$ cat config.mk
export PLATFORM = sky130hd
export DESIGN_NAME = servo_slew_scheduler
export DESIGN_NICKNAME = d
export VERILOG_FILES = /design/src/rtl/servo_slew_scheduler.sv
export SDC_FILE = /design/constraint.sdc
export NUM_CORES = 1
export LEC_CHECK = 0
export BUFFER_PORTS_ARGS = -buffer_cell sky130_fd_sc_hd__buf_4
export CAP_MARGIN = 20
export CORE_UTILIZATION = 27
export CTS_CLUSTER_DIAMETER = 150
export CTS_CLUSTER_SIZE = 30
export DETAILED_ROUTE_END_ITERATION = 8
export GPL_ROUTABILITY_DRIVEN = 0
export PLACE_DENSITY = 0.53
export SETUP_SLACK_MARGIN = 0.15
export SLEW_MARGIN = 40
export SYNTH_ARGS = -nofsm -noshare
export SYNTH_HDL_FRONTEND = slang
export SYNTH_SLANG_ARGS = --single-unit
$ cat constraint.sdc
create_clock -name clk -period 6.7 [get_ports clk]
set_input_delay 1.34 -clock clk [delete_from_list [all_inputs] [get_ports clk]]
set_output_delay 1.34 -clock clk [all_outputs]
set_load 0.01 [all_outputs]
$ cat src/rtl/servo_slew_scheduler.sv
// Round-robin slew limiter for twelve servo position bytes: once per tick period it walks
// a shared compare/step datapath over servos 0..11, moving each by at most STEP toward a snapshot.
module servo_slew_scheduler #(
  parameter logic [15:0] TICK_DIV = 16'd50000,
  parameter logic [7:0]  STEP     = 8'd2,
  parameter logic [7:0]  INIT_POS = 8'd0
) (
  input  logic        clk,
  input  logic        rst_n,
  input  logic [95:0] iTarget,
  input  logic        iHold,
  output logic [95:0] oPos,
  output logic        oBusy,
  output logic        oSweep_Done,
  output logic        oSettled
);

  typedef enum logic [1:0] {StIdle, StSweep, StDone} state_e;

  state_e      state_q, state_d;
  logic [15:0] tick_q, tick_d;
  logic [3:0]  idx_q, idx_d;
  logic [95:0] pos_q, pos_d;
  logic [95:0] snap_q, snap_d;
  logic        changed_q, changed_d;
  logic        settled_q, settled_d;
  logic        busy_q, busy_d;
  logic        done_q, done_d;

  logic [6:0]  bit_base;
  logic [7:0]  cur, tgt, gap, next_pos;
  logic        up;

  // Shared step datapath for the servo currently selected by idx_q.
  always_comb begin
    bit_base = {idx_q, 3'b000};
    cur      = pos_q[bit_base +: 8];
    tgt      = snap_q[bit_base +: 8];
    up       = tgt > cur;
    gap      = up ? (tgt - cur) : (cur - tgt);
    if (gap <= STEP) begin
      next_pos = tgt;
    end else if (up) begin
      next_pos = cur + STEP;
    end else begin
      next_pos = cur - STEP;
    end
  end

  always_comb begin
    state_d   = state_q;
    tick_d    = tick_q;
    idx_d     = idx_q;
    pos_d     = pos_q;
    snap_d    = snap_q;
    changed_d = changed_q;
    settled_d = settled_q;
    unique case (state_q)
      StIdle: begin
        if (!iHold) begin
          if (tick_q == TICK_DIV - 16'd1) begin
            tick_d  = '0;
            snap_d  = iTarget;
            state_d = StSweep;
          end else begin
            tick_d = tick_q + 16'd1;
          end
        end
      end
      StSweep: begin
        pos_d[bit_base +: 8] = next_pos;
        if (next_pos != cur) begin
          changed_d = 1'b1;
        end
        if (idx_q == 4'd11) begin
          idx_d     = '0;
          state_d   = StDone;
          // Settled lands on the same edge that raises the done pulse.
          settled_d = ~changed_d;
        end else begin
          idx_d = idx_q + 4'd1;
        end
      end
      StDone: begin
        changed_d = 1'b0;
        state_d   = StIdle;
      end
      default: state_d = StIdle;
    endcase
    busy_d = (state_d == StSweep);
    done_d = (state_d == StDone);
  end

  always_ff @(posedge clk or negedge rst_n) begin
    if (!rst_n) begin
      state_q   <= StIdle;
      tick_q    <= '0;
      idx_q     <= '0;
      pos_q     <= {12{INIT_POS}};
      snap_q    <= {12{INIT_POS}};
      changed_q <= 1'b0;
      settled_q <= 1'b0;
      busy_q    <= 1'b0;
      done_q    <= 1'b0;
    end else begin
      state_q   <= state_d;
      tick_q    <= tick_d;
      idx_q     <= idx_d;
      pos_q     <= pos_d;
      snap_q    <= snap_d;
      changed_q <= changed_d;
      settled_q <= settled_d;
      busy_q    <= busy_d;
      done_q    <= done_d;
    end
  end

  assign oPos        = pos_q;
  assign oBusy       = busy_q;
  assign oSweep_Done = done_q;
  assign oSettled    = settled_q;

endmodule

Yosys cells after proc, flatten, opt, wreduce, memory -nomap -nowiden
Cells that the tools add are included.
- add/subtract/negate cells: 7
- order comparisons: 2
- eq/ne operators: 7
- shift-type cells: 4
- mux-type cells: 13
- bitwise logic cells: 2
- reductions and logical operators: 5
- operators by type and width (operator ; number):
    96-bit by 8-bit variable part select with 8-bit output ; 2
    96-bit bitwise mux ; 1
    8-bit by 9-bit variable shift with 96-bit output, first input constant ; 1
    8-bit by 9-bit variable part select with 96-bit output ; 1
    8-bit two-way mux ; 3
    16-bit by 1-bit adder with 16-bit output, second input constant ; 1
    16-bit == test, second input constant ; 1
    16-bit two-way mux ; 1
    8-bit subtractor ; 2
    7-bit negation with 9-bit output ; 1
    8-bit by 2-bit adder with 8-bit output, second input constant ; 1
    8-bit > comparator ; 1
    8-bit by 2-bit less-or-equal comparator with 1-bit output, second input constant ; 1
    8-bit != test ; 1
    8-bit by 2-bit subtractor with 8-bit output, second input constant ; 1
    2-bit two-way mux ; 3
    4-bit by 1-bit adder with 4-bit output, second input constant ; 1
    2-bit by 1-bit == test with 1-bit output, second input constant ; 2
    2-bit == test, second input constant ; 2
    4-bit == test, second input constant ; 1
    4-bit two-way mux ; 1
    2-bit one-hot mux with 2 select lines ; 1
    2-bit AND reduction ; 2
    3-bit AND reduction ; 1
    other kinds (5) ; 7
- bits in registers: 218
- input bits: 99
- output and inout port bits: 99
- logic and storage cells: 49

Logic depth before layout (Yosys ltp)
Gate-level depths: netlist (run 1).
- depth in word-level cells: 9
- mapped depth: 22
- mapped depth without buffers: 19

Worst setup path after synthesis (run 1)
OpenSTA, ideal clock, no wires.
- path kind: flip-flop to flip-flop
- start point: reg idx_q[0]
- end point: reg pos_q[36], in the netlist oPos[36]
- setup time: 134 ps
- arrival: 4768 ps
- data required time: 6566 ps
- path slack: 1799 ps
- stages on the path, launching flop included: 21
- buffers on the path: 3
- cell sequence: dfrtp_1 > buf_4 > buf_2 > mux4_2 > a22oi_1 > nand2_1 > inv_1 > ha_1 > inv_1 > fa_1 > nand3_1 > a211oi_1 > o41a_2 > inv_1 > ha_1 > a21o_1 > a41o_1 > xor2_1 > nor3_1 > clkbuf_1 > o31ai_1
- longest elaborated chain between the ends: 7
- elaborated cells on any way between the ends: 15
- ends and longest elaborated chain (item ; line ; RTL):
    start: declaration ; 22 ; logic [3:0] idx_q, idx_d;
    start signal: assignment ; 108 ; idx_q <= idx_d;
    96-bit by 8-bit variable part select with 8-bit output, on equally long branches ; 37, 38 ;
    8-bit subtractor or 8-bit > comparator (tied branches) ; 40, 39 ;
    8-bit two-way mux ; 40 ; gap = up ? (tgt - cur) : (cur - tgt);
    8-bit by 2-bit less-or-equal comparator with 1-bit output ; 41 ; if (gap <= STEP) begin
    8-bit two-way mux ; 41 ;
    8-bit by 9-bit variable part select with 96-bit output ; 71 ; pos_d[bit_base +: 8] = next_pos;
    96-bit bitwise mux (*) ; 71 ;
    end signal: assignment ; 99 ; pos_q <= {12{INIT_POS}};
    end signal: assignment ; 109 ; pos_q <= pos_d;
    end: declaration ; 23 ; logic [95:0] pos_q, pos_d;
Mark *: on every way between the ends. The rest lies on a longest branch, timed or not.
A chain may end at the register's enable or synchronous reset.

Final worst setup path (run 1)
- start point: reg idx_q[0]
- end point: reg pos_q[37], in the netlist oPos[37]
The elaborated chain is that of the path after synthesis.

==> key figures, run 1 <==
Floorplan
  – Num rows: 75
  – I/O pin cnt: 198
  – Die height: 209 um
  – Core Footprint: 42000 sq um
  – Initial Utilization: 27.4%
  – Die area: 43500 sq um
  – Die X: 209 um

Synth
  – Mapped Avg Cell Area: 11.7 sq um
  – Syn Inst Count: 984
  – Synthesis-stage register bit count: 218
  – Async set-reset flop share out of synthesis: 100%
  – Number of flops mapped to enable cells by yosys: 0
  – Yosys cell types: 61
  – Post-synthesis sequential area ratio: 47.3%
  – Syn Std Cell Area: 11500 sq um
  – Post-Syn Nets: 1116
  – Ys Warns: 0
  – Dominant synthesized flop cell: dfrtp_1

STA
  – Final period utilization: 80.9%
  – Sum Neg Setup Slack: 0 ns
  – RSZ-0062 raised after global routing: false
  – Slew @ Worst Pin: 0.872 ns
  – # setup viols final: 0
  – Final setup margin: 1.28 ns
  – Hold_ws: 0.500 ns
  – Final Critical Period: 5.42 ns
  – Hold Vio Cnt, Final: 0
  – Achievable Freq: 184 MHz
  – Rel. slew slack: 41.4%
  – Slew Limit Fails: 0
  – Clk_skew: 0.0455 ns

Clock network
  – TritonCTS clock tree: yes
  – Post-cts resize count: 0
  – Post-CTS Hold Buffers: 0
  – Clk sinks: 218
  – H-tree depth: 1
  – Num CTS Buffers: 11
  – Max Buffers Root-to-Sink: 3
  – Clock latency on the worst-skew pair: 0.49 ns
  – Worst-path clk slew: 0.12 ns
  – Setup Fix Bufs, Post-CTS: 0
  – Root Buffer: clkbuf_16

Power
  – Maximum VDD drop: 137 uV
  – Cell Pwr Density: 160 nW/um^2
  – Leak pwr: 0.00633 uW

Drt
  – Initial DRC count: 808
  – Drt first pass iters: 5
  – DR WL/cell: 21.5 um
  – DRC: 0
  – Final WL: 36400 um
  – DR vias/cell: 5.17
  – DR vias: 8744
  – Post-route ant nets: 0

Global routing
  – Largest net degree at the start of global routing: 67
  – Vias in the first global route: 8923
  – GRT overflow: 0
  – Tot GR Track Use: 16.8%
  – Initial antenna violation count: 0
  – Global-route wire length before repair: 56300 um

Place
  – Post-DP HPWL: 26700 um
  – DP Worst Slack: 1.29 ns
  – Port Buf Inserts: 197

Worst setup path
  – Critical R2R Capture: oPos[37]$_DFFE_PN0P_
  – R2R Path Start: idx_q[0]$_DFFE_PN0P_
  – Worst-path fanout max: 14
  – R2R setup slack: 1.28 ns
  – Worst Reg2Reg Path Length in Cells: 20
  – Req. time, crit path: 7.06 ns
  – Kind of critical path: reg -> reg
  – Worst setup SP type: flip-flop
  – Crit end category: flip-flop
  – Crit path arrival time: 5.78 ns

Hold path
  – HP Start: tick_q[11]$_DFFE_PN0P_
  – Hold worst-path end: tick_q[11]$_DFFE_PN0P_
  – Hold Path Depth: 1
  – Hold crit path type: reg -> reg

Cells and area
  – Sequential cell area: 5460 sq um
  – Area growth syn-to-layout: 20.6%
  – Fraction of layout instances using a drive strength above 1: 35.6%
  – Ant. Diodes: 0
  – Nets: 1284
  – Finished Core Util: 33.1%
  – Area occupied by multi-input gates: 5620 sq um
  – Fillers: 4235

Job
  – Max-Cap Viols: 0

Run status
  – Outcome: complete, no violations
placed cells by master (no fill, tap or decap), types with 3 or more instances in the layout:
master	count
a21o_1	3
a21oi_1	22
a21oi_4	8
a22oi_1	15
a31oi_1	6
and2_1	3
and3_1	3
buf_16	3
buf_4	213
clkbuf_16	11
dfrtp_1	216
fa_1	3
ha_1	30
inv_1	31
mux2_2	98
mux2i_1	6
mux4_2	47
nand2_1	161
nand2b_1	8
nand3_1	21
nand3b_1	3
nand4_1	7
nor2_1	28
nor2b_1	5
nor3_1	12
o21ai_0	13
o221ai_1	3
o31ai_1	87
o31ai_2	10
or3_1	3
xnor2_1	16
xor2_1	12
layer usage:
metal / vias to the layer above / wire length (um) / global-route usage, %
met2: 282 / 17500 / 27.8
met3: 33 / 1790 / 2.03
met4: 0 / 547 / 3.27
met5: - / 0 / 0
li1: 3913 / - / -
met1: 4516 / 16600 / 23.6
worst max-delay path, cell delays in order (launching register included):
cell and delay (ns):
dfrtp_4 0.65, buf_16 0.22, buf_16 0.19, mux4_2 0.51, a22oi_1 0.18, nand2_1 0.22
inv_1 0.11, ha_1 0.17, inv_1 0.05, fa_1 0.42, nand3_1 0.14, a211oi_1 0.09
o41a_2 0.55, inv_1 0.20, ha_1 0.32, a21oi_1 0.15, nand2_1 0.08, xor2_1 0.14
nor3_1 0.52, buf_4 0.30, o31ai_1 0.09
per-stage QoR:
stage               total power (uW)  std cells  cell area (sq um)
finish                          2220       1692              13900
global placement                1480       1673              13500
detailed placement              1480       1677              13600
CTS                             2260       1691              13900
floorplan                       1400        984              11500
global route                    2310       1692              13900
kinds of logic after synthesis:
group | after synthesis | share of synthesized area, %
adder cells (fa/ha/maj) | 33 | 3.78
AND/OR/NAND/NOR | 276 | 11.0
flip-flops | 218 | 47.3
buffers and inverters | 94 | 4.16
multiplexers | 151 | 19.3
AO/OA/AOI/OAI | 184 | 12.4
XOR/XNOR | 28 | 2.13
synthesized netlist by cell type (all sizes together) (4+ instances only):
cell      n  area share [%]
inv      31             1.0
nand4     7            0.38
nand2   161             5.2
a22oi    15            0.98
ha       30             3.3
and2      4            0.22
clkbuf   24            0.78
mux4     47             9.2
nor4      4            0.35
dfrtp   218              47
nor3     15            0.74
o21ai    13            0.56
mux2     98             9.6
xor2     12            0.91
nand3    21            0.91
or3       4            0.22
mux2i     6            0.52
o31ai    97             6.7
nor2b     6            0.33
a21oi    30             2.1
nor2     28            0.91
xnor2    16             1.2
nand2b    8            0.43
buf      39             2.4
and3      5            0.33
a31oi     6            0.33
worst max path at each step:
stage                    startpoint                   end  cells past startpoint
3_3_place_gp   idx_q[0]$_DFFE_PN0P_   oPos[7]$_DFFE_PN0P_                     19
3_5_place_dp   idx_q[0]$_DFFE_PN0P_  oPos[39]$_DFFE_PN0P_                     22
2_1_floorplan  idx_q[0]$_DFFE_PN0P_  oPos[36]$_DFFE_PN0P_                     20
6_report       idx_q[0]$_DFFE_PN0P_  oPos[37]$_DFFE_PN0P_                     20
4_1_cts        idx_q[0]$_DFFE_PN0P_  oPos[39]$_DFFE_PN0P_                     22
5_1_grt        idx_q[0]$_DFFE_PN0P_  oPos[71]$_DFFE_PN0P_                     20
final cells by class:
| cell class | instances | area share, % |
|---|---|---|
| multi-input cells | 672 | 40.5 |
| flip-flops and latches | 218 | 39.3 |
| repair buffers | 218 | 12.3 |
| well taps | 539 | 4.85 |
| clock buffers | 13 | 2.03 |
| inverters | 31 | 0.837 |
| clock inverters | 1 | 0.216 |
state kept, by name (all words and copies together), names as in the netlist, 2 cells and up:
register / cells
oPos: 96
snap_q: 96
tick_q: 16
idx_q: 4
state_q: 2
where the power goes:
part / internal [uW] / total, uW / switching [uW] / leakage, uW
clock: 313 / 764 / 451 / 0.000149
combinational: 56.3 / 108 / 51.5 / 0.00315
sequential: 1330 / 1350 / 19.0 / 0.00303
No activity file was read; power rests on OpenSTA's default activity.
==> inputs of run 2 (changes only) <==
--- a/config.mk
+++ b/config.mk
@@ -5,6 +5,7 @@
 export SDC_FILE = /design/constraint.sdc
 export NUM_CORES = 1
 export LEC_CHECK = 0
+export ABC_AREA = 1
 export BUFFER_PORTS_ARGS = -buffer_cell sky130_fd_sc_hd__buf_4
 export CAP_MARGIN = 20
 export CORE_UTILIZATION = 27
==> constraint.sdc (replaced) <==
create_clock -name clk -period 5.1 [get_ports clk]
set_input_delay 1.02 -clock clk [delete_from_list [all_inputs] [get_ports clk]]
set_output_delay 1.02 -clock clk [all_outputs]
set_load 0.01 [all_outputs]
==> key figures, run 2 <==
Run status
  – Outcome: complete, no violations

STA
  – Final period utilization: 88.8% (+7.9 points)
  – Final setup margin: 0.573 ns (-0.706 ns)
  – Clk_skew: 0.0434 ns (-0.00207 ns)
  – Achievable Freq: 221 MHz (+20%)
  – Rel. slew slack: 47.6% (+6.2 points)
  – Slew @ Worst Pin: 0.785 ns (-0.0864 ns)
  – Sum Neg Setup Slack: 0 ns (unchanged)
  – Final Critical Period: 4.53 ns (-0.894 ns)
  – Slew Limit Fails: 0 (unchanged)
  – # setup viols final: 0 (unchanged)
  – Hold Vio Cnt, Final: 0 (unchanged)
  – RSZ-0062 raised after global routing: false

Synth
  – Syn Inst Count: 1583 (+61%)
  – Post-synthesis sequential area ratio: 46.2% (-1.1 points)
  – Yosys cell types: 49 (-20%)
  – Number of flops mapped to enable cells by yosys: 0 (unchanged)
  – Async set-reset flop share out of synthesis: 100% (unchanged)
  – Syn Std Cell Area: 11800 sq um (+2.4%)
  – Count leader, synth: nand2_1
  – Yosys top cell by area: dfrtp_1
  – Area contributors post-synth: dfrtp_1, nand2_1, o21ai_0
  – Mapped Avg Cell Area: 7.46 sq um (-36%)
  – Synthesis-stage register bit count: 218 (unchanged)
  – Dominant synthesized flop cell: dfrtp_1
  – Ys Warns: 0 (unchanged)
  – Post-Syn Nets: 1715 (+54%)
  – Synth top cells by count: nand2_1, dfrtp_1, nor2_1
  – Share of the synthesized area in the top cell type: 46.2% (-1.1 points)

Global routing
  – Grt met1 use: 24.1% (+0.51 points)
  – Tot GR Track Use: 17.6% (+0.85 points)
  – Grt peak-use layer: met2
  – Met2 usage: 29.6% (+1.8 points)
  – Global-route wire length before repair: 61100 um (+8.5%)
  – GRT overflow: 0 (unchanged)
  – Vias in the first global route: 10.6k (+19%)
  – Met3 GRT Util: 2.22% (+0.19 points)
  – Initial antenna violation count: 1 (+1)
  – Largest net degree at the start of global routing: 102 (+52%)

Power
  – Switch Pwr: 721 uW (+38%)
  – Power Internal: 2250 uW (+32%)
  – Part of the power in registers: 60.1% (-0.6 points)
  – Cell Pwr Density: 207 nW/um^2 (+30%)
  – Gate power share: 5.8% (+0.9 points)
  – Design Power: 2970 uW (+34%)
  – Leak pwr: 0.00765 uW (+21%)
  – Switching Share: 24.3% (+0.82 points)
  – Clk pwr share: 34.0% (-0.4 points)
  – Maximum VDD drop: 165 uV (+20%)

Worst setup path
  – Crit end category: flip-flop
  – Most used cell, CP: nand2_1
  – Req. time, crit path: 5.51 ns (-1.55 ns)
  – Kind of critical path: reg -> reg
  – Worst setup SP type: flip-flop
  – Max incr delay on CP: 0.55 ns (-0.10 ns)
  – Crit path arrival time: 4.93 ns (-0.85 ns)
  – CP max stage cell: dfrtp_4
  – Worst-path fanout max: 37 (+23)

Drt
  – DRC: 0 (unchanged)
  – DR vias: 10.9k (+25%)
  – DR WL/cell: 16.9 um (-21%)
  – Drt first pass iters: 7 (+2)
  – Final WL: 39600 um (+8.6%)
  – Post-route ant nets: 0 (unchanged)
  – Initial DRC count: 816 (+0.99%)
  – DR vias/cell: 4.67 (-9.5%)

Hold path
  – Hold crit path type: in -> async

Place
  – Port Buf Inserts: 197 (unchanged)
  – Post-DP HPWL: 29400 um (+9.9%)
  – DP Worst Slack: 0.435 ns (-0.856 ns)
  – Placed cell areas: 14000 sq um (+2.9%)

Job
  – Max-Cap Viols: 0 (unchanged)

Clock network
  – Root Buffer: clkbuf_16
  – Clk sinks: 218 (unchanged)
  – Num CTS Buffers: 11 (unchanged)
  – TritonCTS clock tree: yes
  – H-tree depth: 1 (unchanged)
  – Setup Fix Bufs, Post-CTS: 0 (unchanged)
  – Clock latency on the worst-skew pair: 0.50 ns (about the same)
  – Max Buffers Root-to-Sink: 3 (unchanged)
  – Post-CTS Hold Buffers: 0 (unchanged)
  – Post-cts resize count: 0 (unchanged)
  – Worst-path clk slew: 0.13 ns (about the same)

Cells and area
  – Ant. Diodes: 0 (unchanged)
  – Commonest non-fill, non-tap cell in the layout: nand2_1
  – Fillers: 4562 (+7.7%)
  – Most frequent cells in the layout: nand2_1, buf_4, dfrtp_1
  – Area growth syn-to-layout: 21.3%
  – Post-route cell area: 14300 sq um (+3.0%)
  – Fraction of layout instances using a drive strength above 1: 16.8% (-19 points)
  – Nets: 1885 (+47%)

Floorplan
  – Die height: 211 um (+1.2%)
  – Core Footprint: 43100 sq um (+2.5%)
  – Initial Utilization: 27.4% (about the same)
  – I/O pin cnt: 198 (unchanged)
  – Die area: 44600 sq um (+2.4%)
  – Num rows: 76 (+1.3%)
  – Die X: 211 um (+1.2%)
## run 2: cell types whose count changed after synthesis, sizes merged, moves of 47 or more
cell,before,now
o31ai,97,1
nand2,161,541
nor2,28,185
mux2,98,0
nand3,21,79
o21ai,13,143
mux4,47,0
inv,31,126
a21oi,30,87
## run 2: metrics by stage
step,instances,hold WS [ns],util [%]
CTS,2339,0.485,33.1
global route,2339,0.510,33.3
global placement,2324,0.459,32.4
finish,2339,0.482,33.3
detailed placement,2325,0.461,32.4
floorplan,1583,0.444,-
## run 2: final cells by class
type / instances / area [sq um] / area share [%]
Inverter: 127 / 485 / 3.39
Tap cell: 585 / 732 / 5.11
Clock inverter: 1 / 30.0 / 0.210
Sequential cell: 218 / 5460 / 38.1
Multi-Input combinational cell: 1169 / 5550 / 38.7
Timing Repair Buffer: 226 / 1790 / 12.5
Clock buffer: 13 / 283 / 1.97
## run 2: cells by family after synthesis
group | share of synthesized area, %
AND/OR/NAND/NOR | 29.8
AO/OA/AOI/OAI | 12.6
buffers and inverters | 7.05
flip-flops | 46.2
multiplexers | 0.424
adder cells (fa/ha/maj) | 3.69
XOR/XNOR | 0.223
## run 2: critical path, delay by kind of cell, from the launching register on
family	cells	cell delay, ns
buf+inv	7	0.92
flops	1	0.55
compound gates	2	0.22
fa+ha+maj	2	0.86
simple gates	22	1.88
## run 2: metal layers
metal  share of wire (%)  wire length (um)
met1                  45             18000
met2                  48             19000
met3                 4.7              1860
met4                 1.8               694
met5                   0                 0
## run 2: final timing paths
check	startpoint	endpoint	slack, ns	depth (start not counted)
setup / recovery	idx_q[0]$_DFFE_PN0P_	changed_q$_DFFE_PN0P_	0.57	33
hold / removal	rst_n	snap_q[14]$_DFFE_PN0P_	0.48	1
setup reg to reg	idx_q[0]$_DFFE_PN0P_	changed_q$_DFFE_PN0P_	0.57	33
hold reg to reg	snap_q[8]$_DFFE_PN0P_	snap_q[8]$_DFFE_PN0P_	0.49	2
max in group asynchronous	rst_n	idx_q[1]$_DFFE_PN0P_	3.49	2
min in group clk	snap_q[8]$_DFFE_PN0P_	snap_q[8]$_DFFE_PN0P_	0.49	2
## run 2: power groups by stage
stage	clock [uW]	sequential [uW]	combinational (uW)
6_report	1010	1780	174
5_1_grt	1100	1790	200
4_1_cts	1040	1790	176
3_5_place_dp	0	1820	177
3_3_place_gp	0	1820	173
2_1_floorplan	0	1810	66.9
==> inputs of run 3 (changes only) <==
--- a/config.mk
+++ b/config.mk
@@ -5,7 +5,6 @@
 export SDC_FILE = /design/constraint.sdc
 export NUM_CORES = 1
 export LEC_CHECK = 0
-export ABC_AREA = 1
 export BUFFER_PORTS_ARGS = -buffer_cell sky130_fd_sc_hd__buf_4
 export CAP_MARGIN = 20
 export CORE_UTILIZATION = 27
==> key figures, run 3 (synthesized netlist as in run 1, its figures left out) <==
Cells and area
  – Ant. Diodes: 0 (unchanged)
  – Sequential cell area: 5460 sq um (about the same)
  – Most frequent cells in the layout: buf_4, dfrtp_1, nand2_1
  – Fraction of layout instances using a drive strength above 1: 38.4% (+22 points)
  – Area growth syn-to-layout: 24.0%
  – Nets: 1327 (-30%)
  – Fillers: 4252 (-6.8%)
  – Commonest non-fill, non-tap cell in the layout: buf_4
  – Area occupied by multi-input gates: 5640 sq um (+1.7%)

Clock network
  – TritonCTS clock tree: yes
  – Max Buffers Root-to-Sink: 3 (unchanged)
  – Clk sinks: 218 (unchanged)
  – Num CTS Buffers: 11 (unchanged)
  – Clock latency on the worst-skew pair: 0.50 ns (about the same)
  – Root Buffer: clkbuf_16
  – Worst-path clk slew: 0.12 ns (about the same)
  – H-tree depth: 1 (unchanged)

Global routing
  – Global-route wire length before repair: 56000 um (-8.4%)
  – Largest net degree at the start of global routing: 76 (-25%)
  – GRT overflow: 0 (unchanged)
  – Vias in the first global route: 8908 (-16%)
  – Initial antenna violation count: 0 (-1)
  – Tot GR Track Use: 16.8% (-0.83 points)

STA
  – Rel. slew slack: 44.2% (-3.4 points)
  – Achievable Freq: 212 MHz (-4.1%)
  – RSZ-0062 raised after global routing: false
  – Sum Neg Setup Slack: 0 ns (unchanged)
  – # setup viols final: 0 (unchanged)
  – Slew @ Worst Pin: 0.835 ns (+0.0499 ns)
  – Hold_ws: 0.426 ns (-0.0558 ns)
  – Final Critical Period: 4.72 ns (+0.195 ns)
  – Final setup margin: 0.377 ns (-0.195 ns)
  – Slew Limit Fails: 0 (unchanged)
  – Clk_skew: 0.0471 ns (+0.00367 ns)
  – Hold Vio Cnt, Final: 0 (unchanged)
  – Final period utilization: 92.6% (+3.8 points)

Place
  – Port Buf Inserts: 197 (unchanged)
  – DP Worst Slack: 0.0736 ns (-0.362 ns)
  – Post-DP HPWL: 27000 um (-8.1%)

Hold path
  – Hold crit path type: in -> async

Floorplan
  – Die height: 209 um (-1.2%)
  – Initial Utilization: 27.4% (about the same)
  – I/O pin cnt: 198 (unchanged)
  – Die X: 209 um (-1.2%)
  – Die area: 43500 sq um (-2.3%)
  – Core Footprint: 42000 sq um (-2.4%)
  – Num rows: 75 (-1.3%)

Worst setup path
  – R2R setup slack: 0.38 ns (-0.20 ns)
  – Worst-path fanout max: 12 (-68%)
  – Max incr delay on CP: 0.52 ns (-0.03 ns)
  – Kind of critical path: reg -> reg
  – CP max stage cell: dfrtp_4
  – Worst setup SP type: flip-flop
  – Crit end category: flip-flop
  – Req. time, crit path: 5.49 ns (-0.02 ns)
  – Crit-path cells: buf_12, buf_4, mux4_2, a22oi_1, nand2_1, inv_1, ha_1, a21oi_1, nor2_1, o41a_2, inv_2, ha_1, a211oi_1, a21oi_1, nor2_1, xnor2_1, xnor2_1, nor3_1, buf_4, o31ai_1
  – Crit path arrival time: 5.11 ns (+0.18 ns)

Power
  – Leak pwr: 0.00657 uW (-14%)
  – Maximum VDD drop: 163 uV (-1.2%)
  – Cell Pwr Density: 204 nW/um^2 (-1.7%)

Run status
  – Outcome: complete, no violations

Drt
  – DRC: 0 (unchanged)
  – DR WL/cell: 21.5 um (+27%)
  – Post-route ant nets: 0 (unchanged)
  – DR vias: 8841 (-19%)
  – Initial DRC count: 809 (-0.86%)
  – Final WL: 37200 um (-5.9%)
  – Drt first pass iters: 5 (-2)
  – DR vias/cell: 5.10 (+9.1%)

Job
  – Max-Cap Viols: 0 (unchanged)
==> run 3: where the power goes <==
part | internal, uW | total [uW] | switching, uW
Sequential | 1750 | 1770 | 24.6
Clock | 409 | 999 | 590
Combinational | 75.1 | 142 | 67.3
==> run 3: metrics by stage <==
| step | std cells | area, sq um | util (%) | power, uW |
|---|---|---|---|---|
| 3_5_place_dp | 1711 | 13800 | 32.9 | 1950 |
| 4_1_cts | 1727 | 14200 | 33.7 | 2950 |
| 6_report | 1734 | 14300 | 34.0 | 2910 |
| 3_3_place_gp | 1710 | 13800 | 32.8 | 1950 |
| 5_1_grt | 1734 | 14300 | 34.0 | 3020 |
| 2_1_floorplan | 984 | 11500 | - | 1840 |
==> run 3: final cells by class <==
| type | count | area share (%) |
|---|---|---|
| Clock buffer | 12 | 1.95 |
| Clock inverter | 1 | 0.210 |
| Inverter | 31 | 0.814 |
| Multi-Input combinational cell | 672 | 39.4 |
| Sequential cell | 218 | 38.2 |
| Tap cell | 539 | 4.72 |
| Timing Repair Buffer | 261 | 14.7 |
==> run 3: repair_timing <==
| item | CTS | global route |
|---|---|---|
| hold buffers | 0 | 0 |
| resized for setup | 0 | 11 |
| pin swaps | 0 | 1 |
| setup buffers | 3 | 6 |
| setup endpoints to repair | 31 | 73 |
| cloned | 0 | 1 |
==> run 3: final timing paths <==
kind,from,to,cells past startpoint
worst max-delay path,idx_q[0]$_DFFE_PN0P_,oPos[7]$_DFFE_PN0P_,20
worst min-delay path,rst_n,snap_q[50]$_DFFE_PN0P_,1
worst max register to register,idx_q[0]$_DFFE_PN0P_,oPos[7]$_DFFE_PN0P_,20
worst min register to register,tick_q[11]$_DFFE_PN0P_,tick_q[11]$_DFFE_PN0P_,1
max in group asynchronous,rst_n,oPos[23]$_DFFE_PN0P_,3
min in group clk,tick_q[11]$_DFFE_PN0P_,tick_q[11]$_DFFE_PN0P_,1
==> run 3: metal layers <==
metal  GRT usage (%)  wire length (um)  vias up  share of wire [%]
li1                -                 -     3995                  -
met1            23.3             16800     4492                 45
met2            27.4             17500      305                 47
met3            2.37              1940       49                5.2
met4            4.46               941        0                2.5
met5               0                 0        -                  0
==> run 3: worst max-delay path: cells and delay by family, from the launching register on <==
family	cells	cell delay, ns
AO/OA/AOI/OAI	6	1.57
buffers and inverters	5	0.73
adder cells (fa/ha/maj)	2	0.60
flip-flops	1	0.52
AND/OR/NAND/NOR	4	0.49
multiplexers	1	0.45
XOR/XNOR	2	0.28
